File: src/rtl/key_input_pkg.sv
// ---------------------------------------------------------------------------
// key_input_pkg
// Shared types and constants for the push-button input path.
//   key_state_t      : per-channel debounce FSM state
//   KEY_ACTIVE_LEVEL : pin level that means "button pressed" (buttons are active-low)
// ---------------------------------------------------------------------------
package key_input_pkg;

  typedef enum logic [1:0] {
    RELEASED     = 2'd0,
    PRESS_WAIT   = 2'd1,
    PRESSED      = 2'd2,
    RELEASE_WAIT = 2'd3
  } key_state_t;

  localparam logic KEY_ACTIVE_LEVEL = 1'b0;

endpackage : key_input_pkg

File: src/rtl/key_debounce_ch.sv
// ---------------------------------------------------------------------------
// key_debounce_ch
// One debounced key channel: 2-flop synchronizer, 4-state debounce FSM,
// stability counter and registered level/pulse outputs.
// Optional auto-repeat of key_press while held: define KEY_REPEAT_EN.
// Ports:
//   clk          in   system clock
//   resetn       in   asynchronous active-low reset
//   key_n        in   raw button pin, 0 = pressed, asynchronous to clk
//   key_level    out  debounced state, 1 = pressed
//   key_press    out  one-cycle pulse on accepted press (and each auto-repeat)
//   key_release  out  one-cycle pulse on accepted release
// ---------------------------------------------------------------------------
module key_debounce_ch
  import key_input_pkg::*;
#(
  parameter int unsigned DEBOUNCE_CYCLES = 32'd500000
`ifdef KEY_REPEAT_EN
  ,
  parameter int unsigned REPEAT_DELAY    = 32'd25000000,
  parameter int unsigned REPEAT_PERIOD   = 32'd5000000
`endif
) (
  input  logic clk,
  input  logic resetn,
  input  logic key_n,
  output logic key_level,
  output logic key_press,
  output logic key_release
);

  localparam int unsigned CNT_W = $clog2(DEBOUNCE_CYCLES);
  localparam logic [CNT_W-1:0] CNT_LAST = CNT_W'(DEBOUNCE_CYCLES - 32'd1);

  logic             sync1_q;
  logic             sync2_q;
  key_state_t       state_q;
  key_state_t       state_d;
  logic [CNT_W-1:0] cnt_q;
  logic [CNT_W-1:0] cnt_d;
  logic             level_q;
  logic             level_d;
  logic             press_q;
  logic             press_d;
  logic             release_q;
  logic             release_d;
  logic             active_s;

`ifdef KEY_REPEAT_EN
  localparam int unsigned RPT_MAX = (REPEAT_DELAY > REPEAT_PERIOD) ? REPEAT_DELAY : REPEAT_PERIOD;
  localparam int unsigned RPT_W   = (RPT_MAX > 32'd1) ? $clog2(RPT_MAX) : 32'd1;
  localparam logic [RPT_W-1:0] RPT_DELAY_LAST  = RPT_W'(REPEAT_DELAY - 32'd1);
  localparam logic [RPT_W-1:0] RPT_PERIOD_LAST = RPT_W'(REPEAT_PERIOD - 32'd1);

  logic [RPT_W-1:0] rpt_cnt_q;
  logic [RPT_W-1:0] rpt_cnt_d;
  logic [RPT_W-1:0] rpt_limit_s;
  // Set on acceptance so the first repeat uses the longer initial delay.
  logic             rpt_first_q;
  logic             rpt_first_d;
`endif

  assign active_s = (sync2_q == KEY_ACTIVE_LEVEL);

  // Two-flop synchronizer; idles at the released pin level.
  always_ff @(posedge clk or negedge resetn) begin
    if (!resetn) begin
      sync1_q <= 1'b1;
      sync2_q <= 1'b1;
    end else begin
      sync1_q <= key_n;
      sync2_q <= sync1_q;
    end
  end

  // FSM state, stability counter and registered outputs.
  always_ff @(posedge clk or negedge resetn) begin
    if (!resetn) begin
      state_q   <= RELEASED;
      cnt_q     <= {CNT_W{1'b0}};
      level_q   <= 1'b0;
      press_q   <= 1'b0;
      release_q <= 1'b0;
    end else begin
      state_q   <= state_d;
      cnt_q     <= cnt_d;
      level_q   <= level_d;
      press_q   <= press_d;
      release_q <= release_d;
    end
  end

`ifdef KEY_REPEAT_EN
  // Auto-repeat counter; only advances while settled in PRESSED.
  always_ff @(posedge clk or negedge resetn) begin
    if (!resetn) begin
      rpt_cnt_q   <= {RPT_W{1'b0}};
      rpt_first_q <= 1'b0;
    end else begin
      rpt_cnt_q   <= rpt_cnt_d;
      rpt_first_q <= rpt_first_d;
    end
  end
`endif

  // Next-state, counter and output decode.
  always_comb begin
    state_d   = state_q;
    cnt_d     = cnt_q;
    level_d   = level_q;
    press_d   = 1'b0;
    release_d = 1'b0;
`ifdef KEY_REPEAT_EN
    rpt_cnt_d   = rpt_cnt_q;
    rpt_first_d = rpt_first_q;
    rpt_limit_s = rpt_first_q ? RPT_DELAY_LAST : RPT_PERIOD_LAST;
`endif

    case (state_q)
      RELEASED: begin
        if (active_s) begin
          state_d = PRESS_WAIT;
          cnt_d   = {CNT_W{1'b0}};
        end else begin
          cnt_d   = {CNT_W{1'b0}};
        end
      end

      PRESS_WAIT: begin
        if (!active_s) begin
          state_d = RELEASED;
          cnt_d   = {CNT_W{1'b0}};
        end else if (cnt_q == CNT_LAST) begin
          // Counter stops at CNT_LAST, so it can never wrap.
          state_d = PRESSED;
          cnt_d   = {CNT_W{1'b0}};
          level_d = 1'b1;
          press_d = 1'b1;
`ifdef KEY_REPEAT_EN
          rpt_cnt_d   = {RPT_W{1'b0}};
          rpt_first_d = 1'b1;
`endif
        end else begin
          cnt_d   = cnt_q + CNT_W'(1);
        end
      end

      PRESSED: begin
        if (!active_s) begin
          // Repeat counter is left untouched so a bounce back resumes it.
          state_d = RELEASE_WAIT;
          cnt_d   = {CNT_W{1'b0}};
        end else begin
`ifdef KEY_REPEAT_EN
          if (rpt_cnt_q == rpt_limit_s) begin
            press_d     = 1'b1;
            rpt_cnt_d   = {RPT_W{1'b0}};
            rpt_first_d = 1'b0;
          end else begin
            rpt_cnt_d   = rpt_cnt_q + RPT_W'(1);
          end
`else
          state_d = PRESSED;
`endif
        end
      end

      RELEASE_WAIT: begin
        if (active_s) begin
          state_d = PRESSED;
          cnt_d   = {CNT_W{1'b0}};
        end else if (cnt_q == CNT_LAST) begin
          state_d   = RELEASED;
          cnt_d     = {CNT_W{1'b0}};
          level_d   = 1'b0;
          release_d = 1'b1;
        end else begin
          cnt_d     = cnt_q + CNT_W'(1);
        end
      end

      default: begin
        state_d = RELEASED;
        cnt_d   = {CNT_W{1'b0}};
        level_d = 1'b0;
      end
    endcase
  end

  assign key_level   = level_q;
  assign key_press   = press_q;
  assign key_release = release_q;

endmodule : key_debounce_ch

File: src/rtl/key_debouncer.sv
// ---------------------------------------------------------------------------
// key_debouncer
// Conditions N_KEYS raw active-low push-buttons into clean clock-synchronous
// levels and one-cycle press/release pulses. Each key is an independent
// key_debounce_ch instance.
// Optional feature macro: KEY_REPEAT_EN enables auto-repeat of key_press
// (REPEAT_DELAY cycles after acceptance, then every REPEAT_PERIOD cycles).
// Ports:
//   clk          in   system clock
//   resetn       in   asynchronous active-low reset
//   key_n        in   [N_KEYS] raw pins, 0 = pressed, asynchronous to clk
//   key_level    out  [N_KEYS] debounced state, 1 = pressed
//   key_press    out  [N_KEYS] one-cycle pulse on accepted press / auto-repeat
//   key_release  out  [N_KEYS] one-cycle pulse on accepted release
// ---------------------------------------------------------------------------
module key_debouncer
  import key_input_pkg::*;
#(
  parameter int unsigned N_KEYS          = 32'd4,
  parameter int unsigned DEBOUNCE_CYCLES = 32'd500000,
  parameter int unsigned REPEAT_DELAY    = 32'd25000000,
  parameter int unsigned REPEAT_PERIOD   = 32'd5000000
) (
  input  logic              clk,
  input  logic              resetn,
  input  logic [N_KEYS-1:0] key_n,
  output logic [N_KEYS-1:0] key_level,
  output logic [N_KEYS-1:0] key_press,
  output logic [N_KEYS-1:0] key_release
);

  // Reject configurations the channel counters cannot represent.
  if ((DEBOUNCE_CYCLES < 32'd2) || (REPEAT_DELAY < 32'd1) || (REPEAT_PERIOD < 32'd1)) begin : g_param_check
    $error("key_debouncer: DEBOUNCE_CYCLES must be >= 2 and REPEAT_* >= 1");
  end

  for (genvar g = 0; g < N_KEYS; g++) begin : g_ch
    key_debounce_ch #(
      .DEBOUNCE_CYCLES (DEBOUNCE_CYCLES)
`ifdef KEY_REPEAT_EN
      ,
      .REPEAT_DELAY    (REPEAT_DELAY),
      .REPEAT_PERIOD   (REPEAT_PERIOD)
`endif
    ) u_ch (
      .clk         (clk),
      .resetn      (resetn),
      .key_n       (key_n[g]),
      .key_level   (key_level[g]),
      .key_press   (key_press[g]),
      .key_release (key_release[g])
    );
  end

endmodule : key_debouncer

File: config.mk
export PLATFORM = sky130hd
export DESIGN_NAME = key_debouncer
export DESIGN_NICKNAME = d
export VERILOG_FILES = /design/src/rtl/key_input_pkg.sv /design/src/rtl/key_debounce_ch.sv /design/src/rtl/key_debouncer.sv
export SDC_FILE = /design/constraint.sdc
export NUM_CORES = 1
export LEC_CHECK = 0
export ABC_AREA = 1
export CAP_MARGIN = 20
export CORE_MARGIN = 5
export CORE_UTILIZATION = 30
export DETAILED_ROUTE_END_ITERATION = 10
export PLACE_DENSITY = 0.52
export SLEW_MARGIN = 20
export SYNTH_ARGS = -nofsm -noshare
export SYNTH_HDL_FRONTEND = slang
export SYNTH_SLANG_ARGS = --single-unit
File: constraint.sdc
create_clock -name clk -period 1.9 [get_ports clk]
set_input_delay 0.19 -clock clk [delete_from_list [all_inputs] [get_ports clk]]
set_output_delay 0.19 -clock clk [all_outputs]
set_load 0.05 [all_outputs]
==> flow_summary_export.csv <==
group,metric,value,unit
synthesis,synth_fp_nets,806,
synthesis,ys.flop_type,"dfrtp_1",
clock_network,cts_setup_buffers,0,
layout,post-route-util,34.5,%
die,core_area,0.0195,sq mm
run_status,status,"finished clean",
synthesis,synth_top_area_cell,"dfrtp_1",
global_routing,gr-total-overflow,0,
sta,hold_violations,0,
sta,layout_setup_ws,186,ps
clock_network,cts.clk_slew.worst_paths,70,ps
global_routing,gr-usage-met2,20.3,%
synthesis,synth.mux.area_fraction,0,%
sta,rsz0062_at_grt,"no",
power,power,4.54,mW
setup_path,crit_required,2140,ps
global_routing,grt_pass1_vias,4824,
power,power.leakage,2.75,nW
clock_network,cts.htree.levels,3,
synthesis,synth_most_common_cell,"nand2_1",
synthesis,synthArstFlopShare,100,%
setup_path,path_max_fanout,15,
route,viasPerCell,4.61,
clock_network,cts.sinks,104,
die,die_h,151,um
synthesis,yosysSeqAreaShare,43.9,%
synthesis,ys_seq_elements,104,
setup_path,critPathKind,"flip-flop to flip-flop",
hold_path,min_path_type,"input pin to flip-flop",
synthesis,synth-simple-area-share,33.5,%
placed_design,place_ws,-57.0,ps
layout,syn_to_final_growth,13.2,%
synthesis,synth-xor-area-share,4.12,%
die,dieArea,0.0228,sq mm
die,placementRows,51,
placed_design,place_hpwl,9850,um
route,wl_per_cell,12.1,um
die,initial_core_util,30.5,%
global_routing,antenna_found_initial,0,
placed_design,globalplace.congestion,0.860,
clock_network,root_buffer,"clkbuf_16",
synthesis,synth_common_cells,"nand2_1 (205), inv_1 (97), dfrtp_1 (96)",
clock_network,numCtsBuffers,9,
route,vias,5006,
die,die_w,151,um
setup_path,crit_path_end_kind,"flip-flop",
setup_path,cp.arrival,1950,ps
die,io-pin-count,18,
placed_design,portBuffers,17,
synthesis,synth_area,0.00595,sq mm
sta,layout_min_cycle_time,1710,ps
clock_network,clock_latency,350,ps
synthesis,synth_area_leaders,"dfrtp_1 (40%), nand2_1 (13%), nand3_1 (6.5%), inv_1 (6.1%), nor2_1 (5.9%)",
global_routing,grt-busiest-layer,"met2",
synthesis,synth_top_cell_area_share,40.4,%
sta,relSlewSlack,63.5,%
power,ir_drop,361,uV
sta,tightest_slew,546,ps
global_routing,grt_max_degree,30,
global_routing,grt_usage,12.4,%
clock_network,cts_tree,"yes",
route,drt-pass1-iter-count,4,
route,drc,0,
flow_run,drv_cap,0,
clock_network,cts_buffer_depth,2,
sta,report.final.slew_viol_count,0,
synthesis,syn_avg_cell_area,7.48,sq um
route,routed_wl,13200,um
sta,fmax,583,MHz
sta,finalSetupViolCount,0,
sta,tns,0,ps
synthesis,synth-edff-count,0,
route,ant_nets,0,
route,drt_iter0_markers,310,
global_routing,use_met3,1.59,%
synthesis,synthAdderAreaFrac,0.841,%
global_routing,grt_first_pass_wirelength,23200,um
synthesis,synth_top_family_by_area,"simple AND/OR/NAND/NOR gates",
synthesis,synthCells,796,
global_routing,grt_util_met1,16.9,%
layout,antennaDiodeCount,0,
layout,drive_gt1_share,8.76,%
sta,skew,7.34,ps
setup_path,reg2reg_slack,190,ps
power,powerDensity,673,mW/mm^2
layout,fin_nets,828,
synthesis,synth-compound-area-share,8.72,%
synthesis,yosys_warnings,0,
setup_path,cp-start-kind,"flip-flop",
sta,post-route-period-util,90.2,%
synthesis,yosysUniqueCellTypes,37,
## path summary, 6_finish.rpt
check / endpoint / cells past startpoint / startpoint
max reg2reg: g_ch[0].u_ch.cnt_q[13]$_DFFE_PN0P_ / 10 / g_ch[0].u_ch.cnt_q[0]$_DFFE_PN0P_
min reg2reg: g_ch[2].u_ch.sync2_q$_DFF_PN1_ / 0 / g_ch[2].u_ch.sync1_q$_DFF_PN1_
max: g_ch[0].u_ch.cnt_q[13]$_DFFE_PN0P_ / 10 / g_ch[0].u_ch.cnt_q[0]$_DFFE_PN0P_
min: g_ch[1].u_ch.sync1_q$_DFF_PN1_ / 1 / key_n[1]
min in group asynchronous: g_ch[2].u_ch.cnt_q[13]$_DFFE_PN0P_ / 2 / resetn
max in group asynchronous: g_ch[0].u_ch.sync1_q$_DFF_PN1_ / 3 / resetn
## critical path: stages (launching register included)
cell and delay (ps):
dfrtp_1 410, ha_2 240, nand2_2 80, nor2_4 200
inv_2 80, nor2_4 120, nand2_2 100, nand2_8 140
inv_1 100, nand3_1 80, nand2_1 50
## cell type report
type | instances | area, sq um
Clock buffer | 12 | 246
Clock inverter | 3 | 42.5
Fill cell | 2082 | 12800
Inverter | 105 | 394
Multi-Input combinational cell | 569 | 2830
Sequential cell | 104 | 2610
Tap cell | 265 | 332
Timing Repair Buffer | 29 | 285
## timing repair
action | 4_1_cts | 5_1_grt
cloned | 0 | 0
endpoints found under the setup margin | 8 | 12
gates resized for setup | 1 | 3
hold buffers | 1 | 0
endpoints found under the hold margin | 25 | 0
## registers in the layout (all words and copies together), names as in the netlist, named ones only
register	cells
g_ch.u_ch.cnt_q	76
g_ch.u_ch.state_q	4
g_ch.u_ch.key_press	4
g_ch.u_ch.sync1_q	4
g_ch.u_ch.key_level	4
g_ch.u_ch.key_release	4
g_ch.u_ch.sync2_q	4
## report_power, final
group	internal [mW]	switching, mW	total [mW]
logic	0.109	0.230	0.339
clock network	1.05	0.817	1.87
registers	2.27	0.0574	2.33
total	3.43	1.10	4.54
## metrics by stage
step	instances	instance area (sq um)	hold slack [ps]
after floorplan	796	5950	-106
after global placement	1071	6420	154
after detailed placement	1071	6420	156
after CTS	1087	6730	244
after global routing	1087	6740	246
final	1087	6740	254
## cell families (layout without fill, tap and decap cells)
group                      Yosys count  in the layout
buffers and inverters              123            149
xor gates and xnor gates            28             28
AOI/OAI and AO/OA                   90             90
and+or+nand+nor                    447            447
DFF                                104            104
adders and majority gates            4              4
## layout by cell type (no fill, tap or decap), types with 2 or more instances in the layout
cell type	count
clkbuf_1	2
clkdlybuf4s50_1	16
o211ai_1	2
nand2_2	9
o21ai_2	2
o21ai_1	9
o21ai_0	39
ha_1	3
inv_2	8
nor2_4	7
nor2_1	93
dfrtp_1	96
inv_1	97
nand2_4	2
xnor2_1	5
dfstp_2	8
a21oi_1	2
buf_4	10
nand3b_1	2
nand2_1	205
clkbuf_16	9
buf_12	2
nand4_1	21
nand3_1	77
nor3_1	20
nor3_2	3
o21bai_1	2
xor2_1	23
nor2_2	4
o22ai_1	30
## layer usage
metal	share of wire [%]	vias up
li1	-	2619
met1	50	2312
met2	46	58
met3	2.3	17
met4	1.9	0
met5	0	-
No activity file was read; power rests on OpenSTA's default activity.
